## config.mk

```make
export PLATFORM = sky130hd
export DESIGN_NAME = stack_unit_flat
export DESIGN_NICKNAME = d
export VERILOG_FILES = /design/src/rtl/stack_if.sv /design/src/rtl/stack_unit.sv /design/src/flat_wrapper.sv
export SDC_FILE = /design/constraint.sdc
export NUM_CORES = 1
export LEC_CHECK = 0
export BUFFER_PORTS_ARGS = -buffer_cell sky130_fd_sc_hd__buf_2
export CAP_MARGIN = 0
export CORE_MARGIN = 2
export CORE_UTILIZATION = 44
export DETAILED_ROUTE_END_ITERATION = 12
export PLACE_DENSITY = 0.76
export SLEW_MARGIN = 20
export SYNTH_ARGS = -nofsm -noshare
export SYNTH_HDL_FRONTEND = slang
export SYNTH_SLANG_ARGS = --single-unit
```

## constraint.sdc

```tcl
create_clock -name clk -period 1.81 [get_ports clk]
set_clock_uncertainty 0.1 [all_clocks]
set_input_delay 0.362 -clock clk [delete_from_list [all_inputs] [get_ports clk]]
set_output_delay 0.362 -clock clk [all_outputs]
set_load 0.1 [all_outputs]
```

## src/rtl/stack_if.sv

```systemverilog
// stack_if: request/response handshake plus register-bank and data-memory buses of the stack unit
interface stack_if #(
    parameter int DATA_WIDTH = 8,
    parameter int ADDR_WIDTH = 3
);
    logic                  push;
    logic                  pop;
    logic [DATA_WIDTH-1:0] push_data;
    logic                  ready;
    logic                  done;
    logic                  err;
    logic [DATA_WIDTH-1:0] pop_data;
    logic [ADDR_WIDTH-1:0] rb_r_addr;
    logic [DATA_WIDTH-1:0] rb_busB;
    logic                  rb_w_en;
    logic [ADDR_WIDTH-1:0] rb_w_addr;
    logic [DATA_WIDTH-1:0] rb_w_data;
    logic [DATA_WIDTH-1:0] mem_addr;
    logic                  mem_we;
    logic [DATA_WIDTH-1:0] mem_wdata;
    logic [DATA_WIDTH-1:0] mem_rdata;

    modport master (
        output push, pop, push_data, rb_busB, mem_rdata,
        input  ready, done, err, pop_data, rb_r_addr, rb_w_en, rb_w_addr, rb_w_data,
               mem_addr, mem_we, mem_wdata
    );

    modport slave (
        input  push, pop, push_data, rb_busB, mem_rdata,
        output ready, done, err, pop_data, rb_r_addr, rb_w_en, rb_w_addr, rb_w_data,
               mem_addr, mem_we, mem_wdata
    );
endinterface

```

## src/rtl/stack_unit.sv

```systemverilog
// stack_unit: push/pop sequencer reading SP from the register bank, accessing data memory and writing SP/ACC back
module stack_unit #(
    parameter int                    DATA_WIDTH  = 8,
    parameter int                    ADDR_WIDTH  = 3,
    parameter logic [ADDR_WIDTH-1:0] SP_ADDR     = 3'd1,
    parameter logic [ADDR_WIDTH-1:0] ACC_ADDR    = 3'd7,
    parameter logic [DATA_WIDTH-1:0] STACK_FLOOR = 8'h80
) (
    input  logic   clk,
    input  logic   rst_n,
    stack_if.slave sif
);
    typedef enum logic [2:0] {IDLE, RD_SP, PUSH_WR, POP_RD, POP_WAIT, POP_WB, FIN} state_t;
    localparam logic [DATA_WIDTH-1:0] EMPTY = '1;
    state_t                r_state, w_next;
    logic                  r_op, r_err;
    logic [DATA_WIDTH-1:0] r_data, r_sp, r_pop_data;
    logic                  w_rd_err;
    // Full/empty is judged on the live bank value so no SP update can ever wrap
    assign w_rd_err = r_op ? (sif.rb_busB == STACK_FLOOR) : (sif.rb_busB == EMPTY);
    always_comb begin
        w_next = r_state;
        case (r_state)
            IDLE:     w_next = (sif.push || sif.pop) ? RD_SP : IDLE;
            RD_SP:    w_next = w_rd_err ? FIN : (r_op ? PUSH_WR : POP_RD);
            PUSH_WR:  w_next = FIN;
            POP_RD:   w_next = POP_WAIT;
            POP_WAIT: w_next = POP_WB;
            POP_WB:   w_next = FIN;
            FIN:      w_next = IDLE;
            default:  w_next = IDLE;
        endcase
    end
    always_ff @(posedge clk or negedge rst_n) begin
        if (!rst_n) begin
            r_state    <= IDLE;
            r_op       <= 1'b0;
            r_err      <= 1'b0;
            r_data     <= '0;
            r_sp       <= '0;
            r_pop_data <= '0;
        end else begin
            r_state <= w_next;
            if (r_state == IDLE && (sif.push || sif.pop)) begin
                r_op   <= sif.push;
                r_data <= sif.push ? sif.push_data : r_data;
            end
            if (r_state == RD_SP) begin
                r_sp  <= sif.rb_busB;
                r_err <= w_rd_err;
            end
            if (r_state == FIN) r_err <= 1'b0;
            if (r_state == POP_WAIT) r_pop_data <= sif.mem_rdata;
        end
    end
    assign sif.ready     = r_state == IDLE;
    assign sif.done      = r_state == FIN;
    assign sif.err       = r_state == FIN && r_err;
    assign sif.pop_data  = r_pop_data;
    assign sif.rb_r_addr = r_state == RD_SP ? SP_ADDR : '0;
    assign sif.rb_w_en   = r_state == PUSH_WR || r_state == POP_RD || r_state == POP_WB;
    assign sif.rb_w_addr = r_state == POP_WB ? ACC_ADDR :
                           (r_state == PUSH_WR || r_state == POP_RD) ? SP_ADDR : '0;
    assign sif.rb_w_data = r_state == PUSH_WR ? r_sp - 1'b1 :
                           r_state == POP_RD  ? r_sp + 1'b1 :
                           r_state == POP_WB  ? r_pop_data : '0;
    assign sif.mem_addr  = r_state == PUSH_WR ? r_sp :
                           r_state == POP_RD  ? r_sp + 1'b1 : '0;
    assign sif.mem_we    = r_state == PUSH_WR;
    assign sif.mem_wdata = r_state == PUSH_WR ? r_data : '0;
endmodule

```

## src/flat_wrapper.sv

```systemverilog
// flat-port wrapper written by rule: the top's interface ports become plain ports
module stack_unit_flat 
#(
    parameter int                    DATA_WIDTH  = 8,
    parameter int                    ADDR_WIDTH  = 3,
    parameter logic [ADDR_WIDTH-1:0] SP_ADDR     = 3'd1,
    parameter logic [ADDR_WIDTH-1:0] ACC_ADDR    = 3'd7,
    parameter logic [DATA_WIDTH-1:0] STACK_FLOOR = 8'h80
)
  (clk, rst_n, sif_push, sif_pop, sif_push_data, sif_rb_busB, sif_mem_rdata, sif_ready, sif_done, sif_err, sif_pop_data, sif_rb_r_addr, sif_rb_w_en, sif_rb_w_addr, sif_rb_w_data, sif_mem_addr, sif_mem_we, sif_mem_wdata);
  stack_if #(.DATA_WIDTH(DATA_WIDTH), .ADDR_WIDTH(ADDR_WIDTH)) sif_i ();
  input  logic clk;
  input  logic rst_n;
  input wire logic [$bits(sif_i.push)-1:0] sif_push;
  input wire logic [$bits(sif_i.pop)-1:0] sif_pop;
  input wire logic [$bits(sif_i.push_data)-1:0] sif_push_data;
  input wire logic [$bits(sif_i.rb_busB)-1:0] sif_rb_busB;
  input wire logic [$bits(sif_i.mem_rdata)-1:0] sif_mem_rdata;
  output wire logic [$bits(sif_i.ready)-1:0] sif_ready;
  output wire logic [$bits(sif_i.done)-1:0] sif_done;
  output wire logic [$bits(sif_i.err)-1:0] sif_err;
  output wire logic [$bits(sif_i.pop_data)-1:0] sif_pop_data;
  output wire logic [$bits(sif_i.rb_r_addr)-1:0] sif_rb_r_addr;
  output wire logic [$bits(sif_i.rb_w_en)-1:0] sif_rb_w_en;
  output wire logic [$bits(sif_i.rb_w_addr)-1:0] sif_rb_w_addr;
  output wire logic [$bits(sif_i.rb_w_data)-1:0] sif_rb_w_data;
  output wire logic [$bits(sif_i.mem_addr)-1:0] sif_mem_addr;
  output wire logic [$bits(sif_i.mem_we)-1:0] sif_mem_we;
  output wire logic [$bits(sif_i.mem_wdata)-1:0] sif_mem_wdata;
  assign sif_i.push = sif_push;
  assign sif_i.pop = sif_pop;
  assign sif_i.push_data = sif_push_data;
  assign sif_i.rb_busB = sif_rb_busB;
  assign sif_i.mem_rdata = sif_mem_rdata;
  assign sif_ready = sif_i.ready;
  assign sif_done = sif_i.done;
  assign sif_err = sif_i.err;
  assign sif_pop_data = sif_i.pop_data;
  assign sif_rb_r_addr = sif_i.rb_r_addr;
  assign sif_rb_w_en = sif_i.rb_w_en;
  assign sif_rb_w_addr = sif_i.rb_w_addr;
  assign sif_rb_w_data = sif_i.rb_w_data;
  assign sif_mem_addr = sif_i.mem_addr;
  assign sif_mem_we = sif_i.mem_we;
  assign sif_mem_wdata = sif_i.mem_wdata;
  stack_unit #(.DATA_WIDTH(DATA_WIDTH), .ADDR_WIDTH(ADDR_WIDTH), .SP_ADDR(SP_ADDR), .ACC_ADDR(ACC_ADDR), .STACK_FLOOR(STACK_FLOOR)) u_core (.clk(clk), .rst_n(rst_n), .sif(sif_i));
endmodule
```

==> results of run 1 <==
cell families after synthesis:
family / count (synthesis)
xor gates and xnor gates: 14
and+or+nand+nor: 60
buffers and inverters: 25
DFF: 29
adders and majority gates: 2
AOI/OAI and AO/OA: 32
muxes: 23
other: 1
through the flow:
step | std cells | instance area, µm² | utilization [%]
CTS | 351 | 3700 | 92.6
global placement | 327 | 3250 | 81.2
floorplan | 187 | 2200 | -
detailed placement | 327 | 3250 | 81.2
cell usage after synthesis, drive strengths merged, types with 2 or more instances:
library cell,n
inv,6
nor2b,2
or3,4
a21oi,8
dfrtp,29
a22oi,2
clkbuf,6
nor2,10
mux2,22
nand2b,3
nand3,3
and2,3
nor3,4
nand2,12
o21ai,12
o21a,2
xnor2,10
and3,9
a21o,2
xor2,4
or4,2
ha,2
nand4,3
buf,13
o211ai,2
repair_timing:
action                                  4_1_cts
pin swaps                                    16
endpoints found under the hold margin         0
setup buffers                                18
endpoints found under the setup margin       39
gates resized for setup                      50
==> run metrics, run 1 <==
Rows 23; GP Congestion roughly 0.83; Simple-Gate Fraction of Synth Area 19.9%; initial core utilization a little under half; top cells by area, synth dfrtp_1 (40%), mux2_2 (14%), xnor2_1 (4.8%); Synth cell types 40; DP Worst Slack -336 ps; register area share after synthesis 39.8%; chip width approximately 68 µm; CTS root buf clkbuf_8; IO buf count 68; CTS Hold Bufs 0; largest family of logic cells by synthesized area simple AND/OR/NAND/NOR gates; detailed placer's ending HPWL around 4300 µm; Yosys reg bits 29; tool error message [ERROR DPL-0033] detailed placement checks failed during check placement.; synthesized area per cell slightly below 10 µm²; Compound-Gate Fraction of Synth Area 11.0%; die height 68.4 µm; area share of fa/ha/maj cells after synthesis 1.37%; largest net degree at the start of global routing 30; Async S/R FF share, synth 100%; Last stage global routing; Post-synth EDFFs 0; area leader, netlist dfrtp_1; Synth top area share about 40%; dominant synthesized flop cell dfrtp_1; Synth Instances ~190; I/O pins just over 70; mapped cell area between 0.0015 and 0.002 mm²; status stopped before the end; TritonCTS Sinks 29; Syn. warnings 0; CTS H-tree lvls 2; initial antenna violation count 0; GR repair worst EP sif_rb_w_data[7]; CTS Buf Count 5; post-synthesis mux area share 14.1%; worst endpoint type top-level output; Synth Area in XOR/XNOR roughly 6.7%; CTS max path bufs 2
==> run 2, diff against run 1 <==
--- a/config.mk
+++ b/config.mk
@@ -8,9 +8,9 @@
 export BUFFER_PORTS_ARGS = -buffer_cell sky130_fd_sc_hd__buf_2
 export CAP_MARGIN = 0
 export CORE_MARGIN = 2
-export CORE_UTILIZATION = 44
+export CORE_UTILIZATION = 40
 export DETAILED_ROUTE_END_ITERATION = 12
-export PLACE_DENSITY = 0.76
+export PLACE_DENSITY_LB_ADDON = 0.15
 export SLEW_MARGIN = 20
 export SYNTH_ARGS = -nofsm -noshare
 export SYNTH_HDL_FRONTEND = slang
==> constraint.sdc (replaced) <==
create_clock -name clk -period 2.35 [get_ports clk]
set_clock_uncertainty 0.1 [all_clocks]
set_input_delay 0.47 -clock clk [delete_from_list [all_inputs] [get_ports clk]]
set_output_delay 0.47 -clock clk [all_outputs]
set_load 0.1 [all_outputs]
==> run metrics, run 2 <==
max-slew violation count 0; synthesized area per cell roughly 9.8 µm²; CTS H-tree lvls 2; WP buf/inv 1; RSZ-0062 raised after global routing yes; R2R cell count 5; area share of fa/ha/maj cells after synthesis about 1.4%; Setup TNS -522 ps; CP Data Arrival Time about 2000 ps; min setup slack post-route -189 ps; initial core utilization roughly two fifths; CTS Buf Count 5; Vias/cell about 5.2; critical path type register to output port; final routed DRC violation total 0; number of global-route vias before repair roughly 1700; Final Hold Violating Endpoints 0; Die ar. slightly above 0.005 mm²; FMAX between 300 and 400 MHz; Simple-Gate Fraction of Synth Area about a fifth; final setup vio count 4; worst-path maximum fanout 3; crit share post-route 108%; detailed placer's ending HPWL around 3600 µm; Rows 24; Tightest Hold Check Type input port to asynchronous set/reset pin; commonest cells after routing, fill and taps aside buf_2 (36), buf_12 (30), dfrtp_1 (26); Startpoint Class register; Synth Area in XOR/XNOR 6.72%; die height a little over 70 µm; largest family of logic cells by synthesized area simple AND/OR/NAND/NOR gates; DRT Wirelength ~5000 µm; CP max-delay cell or4_4; Compound-Gate Fraction of Synth Area between 10% and 20%; chip width ~70 µm; CP Capture Type output port; Synth top cells by count dfrtp_1 (29), mux2_2 (22), nand2_1 (12); I/O pins approximately 70; failing checks setup timing; Antenna Cells 0; crit path from u_core.r_sp[4]$_DFFE_PN0N_; GP Congestion just under 0.9; DRT iter0 DRCs ~90; initial antenna violation count 0; commonest non-fill, non-tap cell in the layout buf_2; Core Area about 0.0044 mm²; Overall Global Routing Usage about 21%; FF-to-FF Start u_core.r_state[1]$_DFF_PN0_; R2R Setup Slk ~480 ps; TritonCTS Sinks 29; register area share after synthesis about 40%; CTS root buf clkbuf_8; min cycle time layout approximately 2500 ps; status complete, but fails checks; antenna-violating nets left 0; Post-synth EDFFs 0; share of cells above drive strength 1 between 60% and 70%; Least-Margin Pin Slew 659 ps; Area Growth Syn to Fin 73.5%; area leader, netlist dfrtp_1; Worst path top cell family by delay simple AND/OR/NAND/NOR gates; DP Worst Slack roughly 38 ps; Final #Nets 303; top cells by area, synth dfrtp_1 (40%), mux2_2 (14%), xnor2_1 (4.8%); critical path, cell by cell or4_4 > nor4_4 > xnor2_1 > a22oi_2 > buf_12; total global routing overflow 0; post-synthesis mux area share between 10% and 20%; IO buf count slightly below 70; delay of the slowest cell on the worst path about 570 ps; Syn. warnings 0; Synth top area share between 30 and 40%; Async S/R FF share, synth 100%; clock-pin slew on the worst setup and hold paths approximately 60 ps; dominant synthesized flop cell dfrtp_1; vias 1702; Synth Instances 186; top-count cell post-synth dfrtp_1; RR Endpoint u_core.r_sp[2]$_DFFE_PN0N_; CTS tree done; Worst EP required roughly 1800 ps; CTS Hold Bufs 0; first-pass GRT wire length slightly above 8000 µm; CTS max path bufs 2; Yosys reg bits 29; largest net degree at the start of global routing 30; drt pass-1 iters 4; Routed WL per cell ~15 µm; mapped cell area between 0.0015 and 0.002 mm²; max_cap viols 0; worst skew pair latency approximately 270 ps; Synth cell types 40; Slew HR 56.1%
[run 2: cell counts after synthesis]
Identical to the previous run, type by type.
[run 2: stage by stage]
step | std cells | instance area [µm²] | hold slack [ps] | util (%)
finish | 326 | 3160 | 121 | 72.2
CTS | 322 | 3030 | 134 | 69.0
detailed placement | 307 | 2850 | 388 | 65.1
global route | 326 | 3160 | 164 | 72.2
global placement | 307 | 2850 | 383 | 65.1
floorplan | 187 | 1980 | 74.4 | -
[run 2: final cells by class]
| cell class | instances | area [µm²] |
|---|---|---|
| Inverter | 6 | 25.0 |
| Sequential cell | 29 | 729 |
| Clock inverter | 2 | 10.0 |
| Multi-Input combinational cell | 133 | 1200 |
| Tap cell | 52 | 65.1 |
| Fill cell | 297 | 1220 |
| Timing Repair Buffer | 98 | 1060 |
| Clock buffer | 6 | 72.6 |
[run 2: what timing repair did]
item                                    in CTS  in global routing
endpoints found under the setup margin       9                 12
resized for setup                            9                 25
pin swaps                                   10                 10
cloned                                       0                  0
setup buffers                                7                  4
[run 2: how the worst max path moves through the flow]
stage	cells after the start	end
5_1_grt	5	sif_rb_w_data[7]
3_3_place_gp	5	sif_rb_w_data[7]
4_1_cts	5	sif_rb_w_data[6]
2_1_floorplan	5	sif_rb_w_data[6]
6_report	5	sif_rb_w_data[7]
3_5_place_dp	5	sif_rb_w_data[7]
[run 2: per-layer routing]
metal / GRT usage (%) / part of all wire (%) / up-vias
li1: - / - / 812
met1: 26.7 / 43 / 816
met5: 0 / 0 / -
met4: 7.97 / 2.6 / 0
met3: 5.06 / 5.9 / 13
met2: 33.3 / 49 / 61
[run 2: cell families after synthesis]
| group | after synthesis |
|---|---|
| DFF | 29 |
| buffers and inverters | 25 |
| adders and majority gates | 2 |
| AOI/OAI and AO/OA | 32 |
| other | 1 |
| xor gates and xnor gates | 14 |
| and+or+nand+nor | 60 |
| muxes | 23 |
Power of run 2 is not shown: default switching activity piles up to over one toggle a cycle in this logic, so the estimate is an artifact.
